File: config.mk
export PLATFORM = sky130hd
export DESIGN_NAME = mul16_seq
export DESIGN_NICKNAME = d
export VERILOG_FILES = /design/src/rtl/mul16_seq_pkg.sv /design/src/rtl/mul16_seq_add16.sv /design/src/rtl/mul16_seq.sv
export SDC_FILE = /design/constraint.sdc
export NUM_CORES = 1
export LEC_CHECK = 0
export CAP_MARGIN = 20
export CELL_PAD_IN_SITES_DETAIL_PLACEMENT = 0
export CELL_PAD_IN_SITES_GLOBAL_PLACEMENT = 2
export CORE_ASPECT_RATIO = 0.6
export CORE_UTILIZATION = 31
export CTS_CLUSTER_SIZE = 40
export DETAILED_ROUTE_END_ITERATION = 8
export PLACE_DENSITY = 0.86
export SKIP_LAST_GASP = 1
export SLEW_MARGIN = 20
export SYNTH_ARGS = -nofsm -noshare
export SYNTH_HDL_FRONTEND = slang
export SYNTH_SLANG_ARGS = --single-unit
export TNS_END_PERCENT = 100
File: constraint.sdc
create_clock -name clk -period 2.3 [get_ports clk]
set_input_delay 0.69 -clock clk [delete_from_list [all_inputs] [get_ports clk]]
set_output_delay 0.69 -clock clk [all_outputs]
set_load 0.01 [all_outputs]
File: src/rtl/mul16_seq_pkg.sv
// mul16_seq shared definitions
// Width, step count and FSM encodings
package mul16_seq_pkg;

  localparam int MUL_W     = 16;
  localparam int MUL_STEPS = 16;

  typedef enum logic [1:0] {
    ST_IDLE = 2'd0,
    ST_RUN  = 2'd1,
    ST_DONE = 2'd2
  } state_t;

endpackage

File: src/rtl/mul16_seq_add16.sv
// Add16: 16-bit combinational adder
// Carry out of bit 15 is discarded
module Add16
  import mul16_seq_pkg::*;
(
  input  logic [MUL_W-1:0] x,
  input  logic [MUL_W-1:0] y,
  output logic [MUL_W-1:0] sum
);

  assign sum = x + y;

endmodule

File: src/rtl/mul16_seq.sv
// mul16_seq: shift-and-add multiplier
// One partial product per clock via Add16
module mul16_seq
  import mul16_seq_pkg::*;
(
  input  logic             clk,
  input  logic             rst_n,
  input  logic             start,
  input  logic [MUL_W-1:0] a,
  input  logic [MUL_W-1:0] b,
  output logic [MUL_W-1:0] product,
  output logic             busy,
  output logic             done
);

  state_t           state;
  state_t           state_n;
  logic [MUL_W-1:0] mcand;
  logic [MUL_W-1:0] mplier;
  logic [MUL_W-1:0] acc;
  logic [4:0]       cnt;
  logic [MUL_W-1:0] sum;
  logic [MUL_W-1:0] step_sum;
  logic             last;
  logic             accept;

  Add16 u_add (
    .x   (acc),
    .y   (mcand),
    .sum (sum)
  );

  // Partial product selected by current multiplier LSB
  always_comb begin
    step_sum = acc;
    if (mplier[0])
      step_sum = sum;
  end

  assign last   = (cnt == 5'(MUL_STEPS - 1));
  assign accept = start && (state != ST_RUN);

  // State register
  always_ff @(posedge clk or negedge rst_n) begin
    if (!rst_n)
      state <= ST_IDLE;
    else
      state <= state_n;
  end

  // Next state and status outputs
  always_comb begin
    state_n = state;
    busy    = 1'b0;
    done    = 1'b0;
    unique case (state)
      ST_IDLE: begin
        if (start)
          state_n = ST_RUN;
      end
      ST_RUN: begin
        busy = 1'b1;
        if (last)
          state_n = ST_DONE;
      end
      ST_DONE: begin
        done = 1'b1;
        if (start)
          state_n = ST_RUN;
        else
          state_n = ST_IDLE;
      end
      default: state_n = ST_IDLE;
    endcase
  end

  // Operand latch, shift/accumulate steps, result capture
  always_ff @(posedge clk or negedge rst_n) begin
    if (!rst_n) begin
      mcand   <= '0;
      mplier  <= '0;
      acc     <= '0;
      cnt     <= '0;
      product <= '0;
    end else if (accept) begin
      mcand  <= a;
      mplier <= b;
      acc    <= '0;
      cnt    <= '0;
    end else if (state == ST_RUN) begin
      acc    <= step_sum;
      mcand  <= mcand << 1;
      mplier <= mplier >> 1;
      cnt    <= cnt + 5'd1;
      if (last)
        product <= step_sum;
    end
  end

endmodule

==> results_dict.tcl, run 1 <==
set metrics [dict create \
    clkSinkCount 71 \
    reg2reg_depth 8 \
    fp.coreArea_sq_um 11640 \
    synth.top_cell.area_share_pct 46.65 \
    synth-async-reset-ratio_pct 100.0 \
    fin_skew_ns 0.005584 \
    fmax_mhz 449.0 \
    fin_util_pct 44.24 \
    setup-tns-final_ns 0 \
    cts_buffers 9 \
    initial_utilization_pct 32.73 \
    rows 30 \
    syn_inst 379 \
    placed_area_sq_um 4712 \
    finalSetupViolCount 0 \
    first_iter_violations 179 \
    grt_pass1_wl_microns 15770 \
    critPathMaxFanout 4 \
    period_share_pct 96.84 \
    dieArea_sq_um 12750 \
    htree_num_levels 3 \
    crit_chain "nand2b_1 > inv_2 > clkdlybuf4s50_1" \
    cts_buffer_depth 2 \
    yosys.area.top_type "dfrtp_1" \
    ys_seq_area_share_pct 46.65 \
    nNetsFinal 510 \
    final-hold-violation-count 0 \
    diodes 0 \
    syn_area_per_cell_sq_um 10.05 \
    drive_above_1_share_pct 17.75 \
    min_period_ns 2.227 \
    wl_microns 9470 \
    drcViolationCount 0 \
    leakagePower_nw 2.329 \
    detail-route-antenna-nets 0 \
    tightest_slew_ns 0.8468 \
    crit_arrival_ns 1.54 \
    place.gp.congestion 0.8072 \
    synth-seq-cells 71 \
    dr.pass1.iters 4 \
    synth.distinct_cells 50 \
    io_buffers 52 \
    r2r-end "acc[14]" \
    fp.dieH_microns 87.86 \
    start_kind "register" \
    hpwl_microns 6466 \
    r2r_start "acc[0]" \
    required_ns 1.61 \
    grt_usage_pct 16.10 \
    power_density_nw_per_um2 1371 \
    syn_area_sq_um 3809 \
    hold_class "in -> async" \
    crit_type "reg -> out" \
    cp_slowest_cell "clkdlybuf4s50_1" \
    p_total_w 0.007055 \
    synth-edff-count 0 \
    ys_warn_count 0 \
    clock_latency_ns 0.34 \
    path_clk_slew_ns 0.06 \
    synth_ff_type "dfrtp_1" \
    ctsRootBufferMaster "clkbuf_16" \
    end_kind "primary output" \
    synth_commonest_cells "71 x dfrtp_1, 62 x nand2_1, 52 x o21ai_0" \
    io_pins 53 \
    relSlewSlack_pct 43.55 \
    vias_per_cell 4.783 \
    slew_viol_final 0 \
    area_growth_pct 35.15 \
    syn_nets 432 \
    reg2reg_slack_ns 0.09 \
    cts_tree "done" \
    rsz0062_at_grt "no" \
    drv_cap 0 \
    synthTopCellsByArea "dfrtp_1 47%, mux2i_1 11%, o21ai_0 6.8%" \
    grt_remaining_overflow 0 \
    fin_area_sq_um 5147 \
    die_w_microns 145.1 \
    grt_max_degree 72 \
    post_drt_wl_per_cell_microns 15.23 \
    yosys.cell_count.top_type "dfrtp_1" \
    outcome "finished clean" \
    ir_drop_mv 0.5084 \
    antenna_found_initial 0 \
    max_stage_delay_ns 0.56 \
    grt_pass1_vias 2990 \
    routed-via-count 2975 \
]
state kept, by name (all words and copies together) (netlist names):
| name | flops |
|---|---|
| acc | 16 |
| product | 16 |
| mplier | 16 |
| state | 2 |
| cnt | 5 |
| mcand | 16 |
power breakdown:
group	total [W]	switching [W]	internal (W)
Clock	0.00131	0.000521	0.000786
Sequential	0.00217	0.000388	0.00179
Combinational	0.00358	0.00188	0.00169
per-layer routing:
metal / global-route usage (%) / up-vias / wire length (microns)
li1: - / 1526 / -
met1: 24.22 / 1401 / 5341
met2: 22.33 / 39 / 3692
met3: 4.688 / 9 / 356
met4: 3.732 / 0 / 80
met5: 0 / - / 0
layout by cell type (no fill, tap or decap), drive strengths merged, types with 3 or more instances in the layout:
master / instances
dfrtp: 71
nand2: 62
o21ai: 56
clkdlybuf4s50: 50
mux2i: 42
buf: 37
ha: 17
a21oi: 14
a22o: 13
clkbuf: 13
nor2: 12
nand3: 7
xnor2: 7
xor2: 6
inv: 5
nor3: 3
nor3b: 3
o21a: 3
a21o: 3
clkinv: 3
how the worst max path moves through the flow:
stage / end / slack, ns / cells after the start / start
after floorplan: product[14] / 0.07 / 8 / mcand[0]
after global placement: product[14] / -0.05 / 8 / mcand[0]
after detailed placement: acc[10] / -0.11 / 8 / mcand[0]
after CTS: acc[15] / -0.01 / 8 / mcand[1]
after global routing: acc[15] / 0.003 / 8 / mcand[1]
final: busy / 0.07 / 3 / state[1]
cell type report:
cell class	instances	area, sq um
multi-input combinational	282	2071
timing repair buffer	87	798.3
tap	160	200.2
fill	1120	6489
clock buffer	13	260.3
clock inverter	3	17.52
sequential	71	1778
inverter	6	22.52
timing repair:
action                     in CTS  in global routing
hold buffers                    0                  0
buffers inserted                0                  2
resized for setup               9                 19
pin swaps                       2                  9
setup endpoints to repair       8                 10
kinds of logic (layout without fill, tap and decap cells):
logic type | count (synthesis) | count (layout) | share of synthesized area, %
buffers and inverters | 26 | 109 | 2.957
AOI/OAI and AO/OA | 106 | 106 | 17.81
adders and majority gates | 18 | 18 | 6.110
xor gates and xnor gates | 13 | 13 | 2.990
and+or+nand+nor | 101 | 101 | 11.86
muxes | 44 | 44 | 11.63
DFF | 71 | 71 | 46.65
stage by stage:
stage	setup WS, ns	cells	hold slack (ns)
final	0.07260	622	0.3440
after global routing	0.002755	622	0.4210
after CTS	-0.01074	620	0.3969
after detailed placement	-0.1067	604	0.4644
after global placement	-0.05253	604	0.4595
after floorplan	0.06891	379	0.3944
worst max-delay path, delay by kind of cell, from the launching register on:
| kind | cells | cell delay, ns |
|---|---|---|
| flops | 1 | 0.37 |
| simple gates | 1 | 0.17 |
| buf+inv | 2 | 0.66 |
(Power assumes the default switching activity.)
==> inputs of run 2 (changes only) <==
--- a/config.mk
+++ b/config.mk
@@ -12,7 +12,7 @@
 export CORE_UTILIZATION = 31
 export CTS_CLUSTER_SIZE = 40
 export DETAILED_ROUTE_END_ITERATION = 8
-export PLACE_DENSITY = 0.86
+export PLACE_DENSITY = 0.82
 export SKIP_LAST_GASP = 1
 export SLEW_MARGIN = 20
 export SYNTH_ARGS = -nofsm -noshare
==> run 2 against run 1 <==
Non-clock buffer count is 4 higher. Utilization is 0.67 points higher. Final cell count is 0.48% higher. Global-route usage is 0.32 points higher. Largest cell class unchanged. Wire length is 5.0% higher. Clock power hardly changed. Largest power group unchanged. Sequential power hardly changed. Combinational power is 4% higher. Maximum frequency is 0.43% lower. Critical path depth stayed put. Total power is 2.4% higher. Clock skew is 0.00080 ns higher.
==> results_dict.tcl, run 2 (synthesis gave the netlist of run 1 again) <==
set metrics [dict create \
    final_common_cell "dfrtp_1" \
    hold_class "in -> async" \
    crit_chain "nand2b_1 > inv_2 > clkdlybuf4s50_1" \
    grt_remaining_overflow 0 \
    slew_viol_final 0 \
    cts_buffer_depth 2 \
    r2r_start "mcand[0]" \
    fmax_mhz 447.0 \
    dieArea_sq_um 12750 \
    nNetsFinal 514 \
    fin_util_pct 44.90 \
    crit_arrival_ns 1.55 \
    critPathMaxFanout 2 \
    reg2reg_depth 8 \
    first_iter_violations 151 \
    die_w_microns 145.1 \
    reg2reg_slack_ns 0.09 \
    mostFrequentLayoutCells "71 x dfrtp_1, 62 x nand2_1, 51 x o21ai_0" \
    power_density_nw_per_um2 1383 \
    io_pins 53 \
    cts_buffers 9 \
    dr.pass1.iters 4 \
    clock_latency_ns 0.33 \
    wl_microns 9943 \
    setup-tns-final_ns 0 \
    period_share_pct 97.26 \
    leakagePower_nw 2.349 \
    cp_slowest_cell "clkdlybuf4s50_1" \
    r2r-end "product[14]" \
    initial_utilization_pct 32.73 \
    ir_drop_mv 0.5263 \
    required_ns 1.61 \
    place.gp.congestion 0.8310 \
    vias_per_cell 4.864 \
    rsz0062_at_grt "yes" \
    path_clk_slew_ns 0.06 \
    drcViolationCount 0 \
    rows 30 \
    tightest_slew_ns 0.4192 \
    max_stage_delay_ns 0.55 \
    fin_skew_ns 0.006385 \
    grt_usage_pct 16.43 \
    path_depth 3 \
    grt_max_degree 72 \
    drive_above_1_share_pct 18.49 \
    start_kind "register" \
    relSlewSlack_pct 71.76 \
    crit_type "reg -> out" \
    outcome "finished clean" \
    ctsRootBufferMaster "clkbuf_16" \
    grt_pass1_wl_microns 15940 \
    io_buffers 52 \
    min_period_ns 2.237 \
    drv_cap 0 \
    grt_pass1_vias 2975 \
    antenna_found_initial 0 \
    diodes 0 \
    clkSinkCount 71 \
    path_buf_inv 2 \
    fp.dieH_microns 87.86 \
    area_growth_pct 37.19 \
    final-hold-violation-count 0 \
    post_drt_wl_per_cell_microns 15.91 \
    end_kind "primary output" \
    hpwl_microns 6839 \
    routed-via-count 3040 \
    cts_tree "done" \
    htree_num_levels 3 \
    detail-route-antenna-nets 0 \
    finalSetupViolCount 0 \
    final_cells 625 \
    dp_cells 608 \
    crit_family "buffers and inverters" \
    cts_hold_buf 0 \
    fp.coreArea_sq_um 11640 \
]
-- run 2: worst max-delay path by stage --
| stage | startpoint | end |
|---|---|---|
| after floorplan | mcand[0] | product[14] |
| after global placement | mcand[0] | product[14] |
| after detailed placement | mcand[0] | product[14] |
| after CTS | mcand[9] | acc[15] |
| after global routing | mcand[7] | product[12] |
| final | state[1] | busy |
-- run 2: power breakdown --
group	switching, W	internal (W)
Clock	0.000518	0.000808
Sequential	0.000407	0.00178
Combinational	0.00193	0.00178
Total	0.00285	0.00437
-- run 2: stage by stage --
step | setup WS, ns | hold WS, ns | area, sq um | total power (W)
2_1_floorplan | 0.06891 | 0.3944 | 3815 | 0.004191
3_3_place_gp | -0.09791 | 0.4571 | 4738 | 0.005472
3_5_place_dp | -0.1110 | 0.4707 | 4738 | 0.005543
4_1_cts | -0.01512 | 0.3933 | 5075 | 0.007008
5_1_grt | -0.01237 | 0.4048 | 5225 | 0.007762
6_report | 0.06301 | 0.3702 | 5225 | 0.007225
-- run 2: final cells by class --
| type | count | area, sq um |
|---|---|---|
| sequential | 71 | 1777 |
| inverter | 6 | 22.52 |
| multi-input combinational | 282 | 2113 |
| clock inverter | 3 | 17.52 |
| fill | 1107 | 6411 |
| tap | 160 | 200.2 |
| timing repair buffer | 91 | 828.3 |
| clock buffer | 12 | 266.5 |
-- run 2: worst reg2reg max path, stage by stage, from the launching register on --
cell	delay [ns]
dfrtp_1	0.40
ha_4	0.18
fa_2	0.37
a21oi_4	0.20
o21ai_4	0.10
a221oi_4	0.32
o21ai_2	0.11
or3_1	0.37
nand3_1	0.08
-- run 2: repair_timing --
action,4_1_cts,5_1_grt
pin swaps,3,6
setup buffers,0,2
setup endpoints to repair,7,10
resized for setup,10,17
-- run 2: per-layer routing --
metal / vias up / global-route usage [%] / part of all wire, % / wire, microns
met3: 9 / 4.479 / 4.2 / 413
met2: 69 / 22.90 / 39 / 3880
met1: 1439 / 24.84 / 56 / 5571
li1: 1523 / - / - / -
met4: 0 / 3.732 / 0.78 / 78
met5: - / 0 / 0 / 0
==> inputs of run 3 (changes only) <==
--- a/config.mk
+++ b/config.mk
@@ -9,10 +9,10 @@
 export CELL_PAD_IN_SITES_DETAIL_PLACEMENT = 0
 export CELL_PAD_IN_SITES_GLOBAL_PLACEMENT = 2
 export CORE_ASPECT_RATIO = 0.6
-export CORE_UTILIZATION = 31
+export CORE_UTILIZATION = 38
 export CTS_CLUSTER_SIZE = 40
 export DETAILED_ROUTE_END_ITERATION = 8
-export PLACE_DENSITY = 0.82
+export PLACE_DENSITY = 0.93
 export SKIP_LAST_GASP = 1
 export SLEW_MARGIN = 20
 export SYNTH_ARGS = -nofsm -noshare
==> constraint.sdc (replaced) <==
create_clock -name clk -period 2.8 [get_ports clk]
set_input_delay 0.84 -clock clk [delete_from_list [all_inputs] [get_ports clk]]
set_output_delay 0.84 -clock clk [all_outputs]
set_load 0.01 [all_outputs]
==> run 3 against run 2 <==
Die area down 18%. Clock power shrank 6%. Sequential cell count stayed put. Sequential power fell by 17%. First-iteration DRC count grew 19%. Register-to-register slack gained 0.06 ns. Final cell count decreased by 9.0%. Total power decreased by 24%. Largest cell class unchanged. Largest power group unchanged. Highest routed layer unchanged.
==> results_dict.tcl, run 3 (synthesis gave the netlist of run 1 again) <==
set metrics [dict create \
    cp_slowest_cell "a221oi_1" \
    cts_hold_buf 0 \
    period_share_pct 94.50 \
    grt_pass1_vias 2833 \
    relSlewSlack_pct 54.76 \
    antenna_found_initial 0 \
    clock_latency_ns 0.34 \
    setup.worst_path.start "mcand[0]" \
    io_buffers 52 \
    vias_per_cell 5.206 \
    rsz0062_at_grt "no" \
    path_clk_slew_ns 0.06 \
    routed-via-count 2962 \
    initial_utilization_pct 40.26 \
    post_drt_wl_per_cell_microns 15.89 \
    nNetsFinal 487 \
    ctsRootBufferMaster "clkbuf_16" \
    placed_area_sq_um 4494 \
    die_w_microns 131.2 \
    grt_pass1_wl_microns 14970 \
    area_growth_pct 26.54 \
    fin_util_pct 50.95 \
    first_iter_violations 180 \
    dieArea_sq_um 10440 \
    worst_slack_ns 0.1539 \
    fin_area_sq_um 4820 \
    critPathMaxFanout 3 \
    setup-tns-final_ns 0 \
    slew_viol_final 0 \
    path_common_cell "o21ai_1" \
    r2r_start "mcand[0]" \
    power_density_nw_per_um2 1145 \
    reg2reg_slack_ns 0.15 \
    crit_type "reg -> reg" \
    tightest_slew_ns 0.6786 \
    crit_arrival_ns 2.92 \
    grt_usage_pct 18.98 \
    reg2reg_depth 8 \
    cts_tree "done" \
    max_stage_delay_ns 0.50 \
    min_period_ns 2.646 \
    cts_buffer_depth 2 \
    fill_cells 880 \
    p_total_w 0.005521 \
    cts_buffers 9 \
    fin_skew_ns 0.003447 \
    outcome "finished clean" \
    crit_chain "ha_1 > fa_1 > a21oi_1 > o21ai_1 > a221oi_1 > o21ai_1 > or3_1 > nand3_1" \
    drcViolationCount 0 \
    ir_drop_mv 0.5126 \
    io_pins 53 \
    cts_resized 0 \
    fmax_mhz 377.9 \
    post_cts_buffers 0 \
    start_kind "register" \
    wl_microns 9039 \
    mostFrequentLayoutCells "71 x dfrtp_1, 62 x nand2_1, 52 x o21ai_0" \
    fp.dieH_microns 79.55 \
    final-hold-violation-count 0 \
    rows 27 \
    clkSinkCount 71 \
    required_ns 3.08 \
    grt_remaining_overflow 0 \
    crit_end "product[14]" \
    pre_cts_ws_ns 0.2052 \
    leakagePower_nw 2.198 \
    drive_above_1_share_pct 8.884 \
    fp.coreArea_sq_um 9459 \
    hpwl_microns 6335 \
    detail-route-antenna-nets 0 \
    place.gp.congestion 0.7685 \
    final_common_cell "dfrtp_1" \
    grt_max_degree 67 \
    drv_cap 0 \
    r2r-end "product[14]" \
    diodes 0 \
    dr.pass1.iters 5 \
    htree_num_levels 3 \
    end_kind "register" \
    hold_class "reg -> reg" \
    finalSetupViolCount 0 \
]
[run 3: power by group]
| group | internal, W | switching, W | leakage [nW] |
|---|---|---|---|
| sequential | 0.00147 | 0.000347 | 0.900 |
| clock | 0.000827 | 0.000427 | 0.160 |
| combinational | 0.00112 | 0.00134 | 1.14 |
| total | 0.00341 | 0.00211 | 2.20 |
[run 3: per-stage QoR]
stage	hold slack (ns)	cells
2_1_floorplan	0.4429	379
3_3_place_gp	0.4599	553
3_5_place_dp	0.4645	553
4_1_cts	0.4817	569
5_1_grt	0.4992	569
6_report	0.4774	569
[run 3: final cells by class]
cell class / count / area [sq um] / area share [%]
inverter: 6 / 22.52 / 0.4673
clock inverter: 3 / 65.06 / 1.350
multi-input combinational: 282 / 1919 / 39.82
clock buffer: 13 / 260.3 / 5.400
timing repair buffer: 64 / 613.1 / 12.72
sequential: 71 / 1777 / 36.86
tap: 130 / 162.7 / 3.375
[run 3: metal layers]
metal  vias up  GRT usage [%]  wire (microns)
li1       1473              -               -
met4         0          4.353              50
met1      1416          28.31            4978
met5         -              0               0
met2        67          25.80            3523
met3         6          6.349             487
[run 3: worst min path at each step]
stage                    from        end  slack, ns  cells past startpoint
finish              mplier[6]  mplier[5]       0.48                      2
detailed placement  mplier[5]  mplier[4]       0.46                      2
global route        mplier[3]  mplier[2]       0.50                      2
CTS                 mplier[5]  mplier[4]       0.48                      2
global placement    mplier[5]  mplier[4]       0.46                      2
floorplan              cnt[3]     cnt[3]       0.44                      1
[run 3: critical path: cells and delay by family (launching register included)]
family | cells | cell delay (ns)
AO/OA/AOI/OAI | 4 | 1.05
adder cells (fa/ha/maj) | 2 | 0.67
AND/OR/NAND/NOR | 2 | 0.47
flip-flops | 1 | 0.40
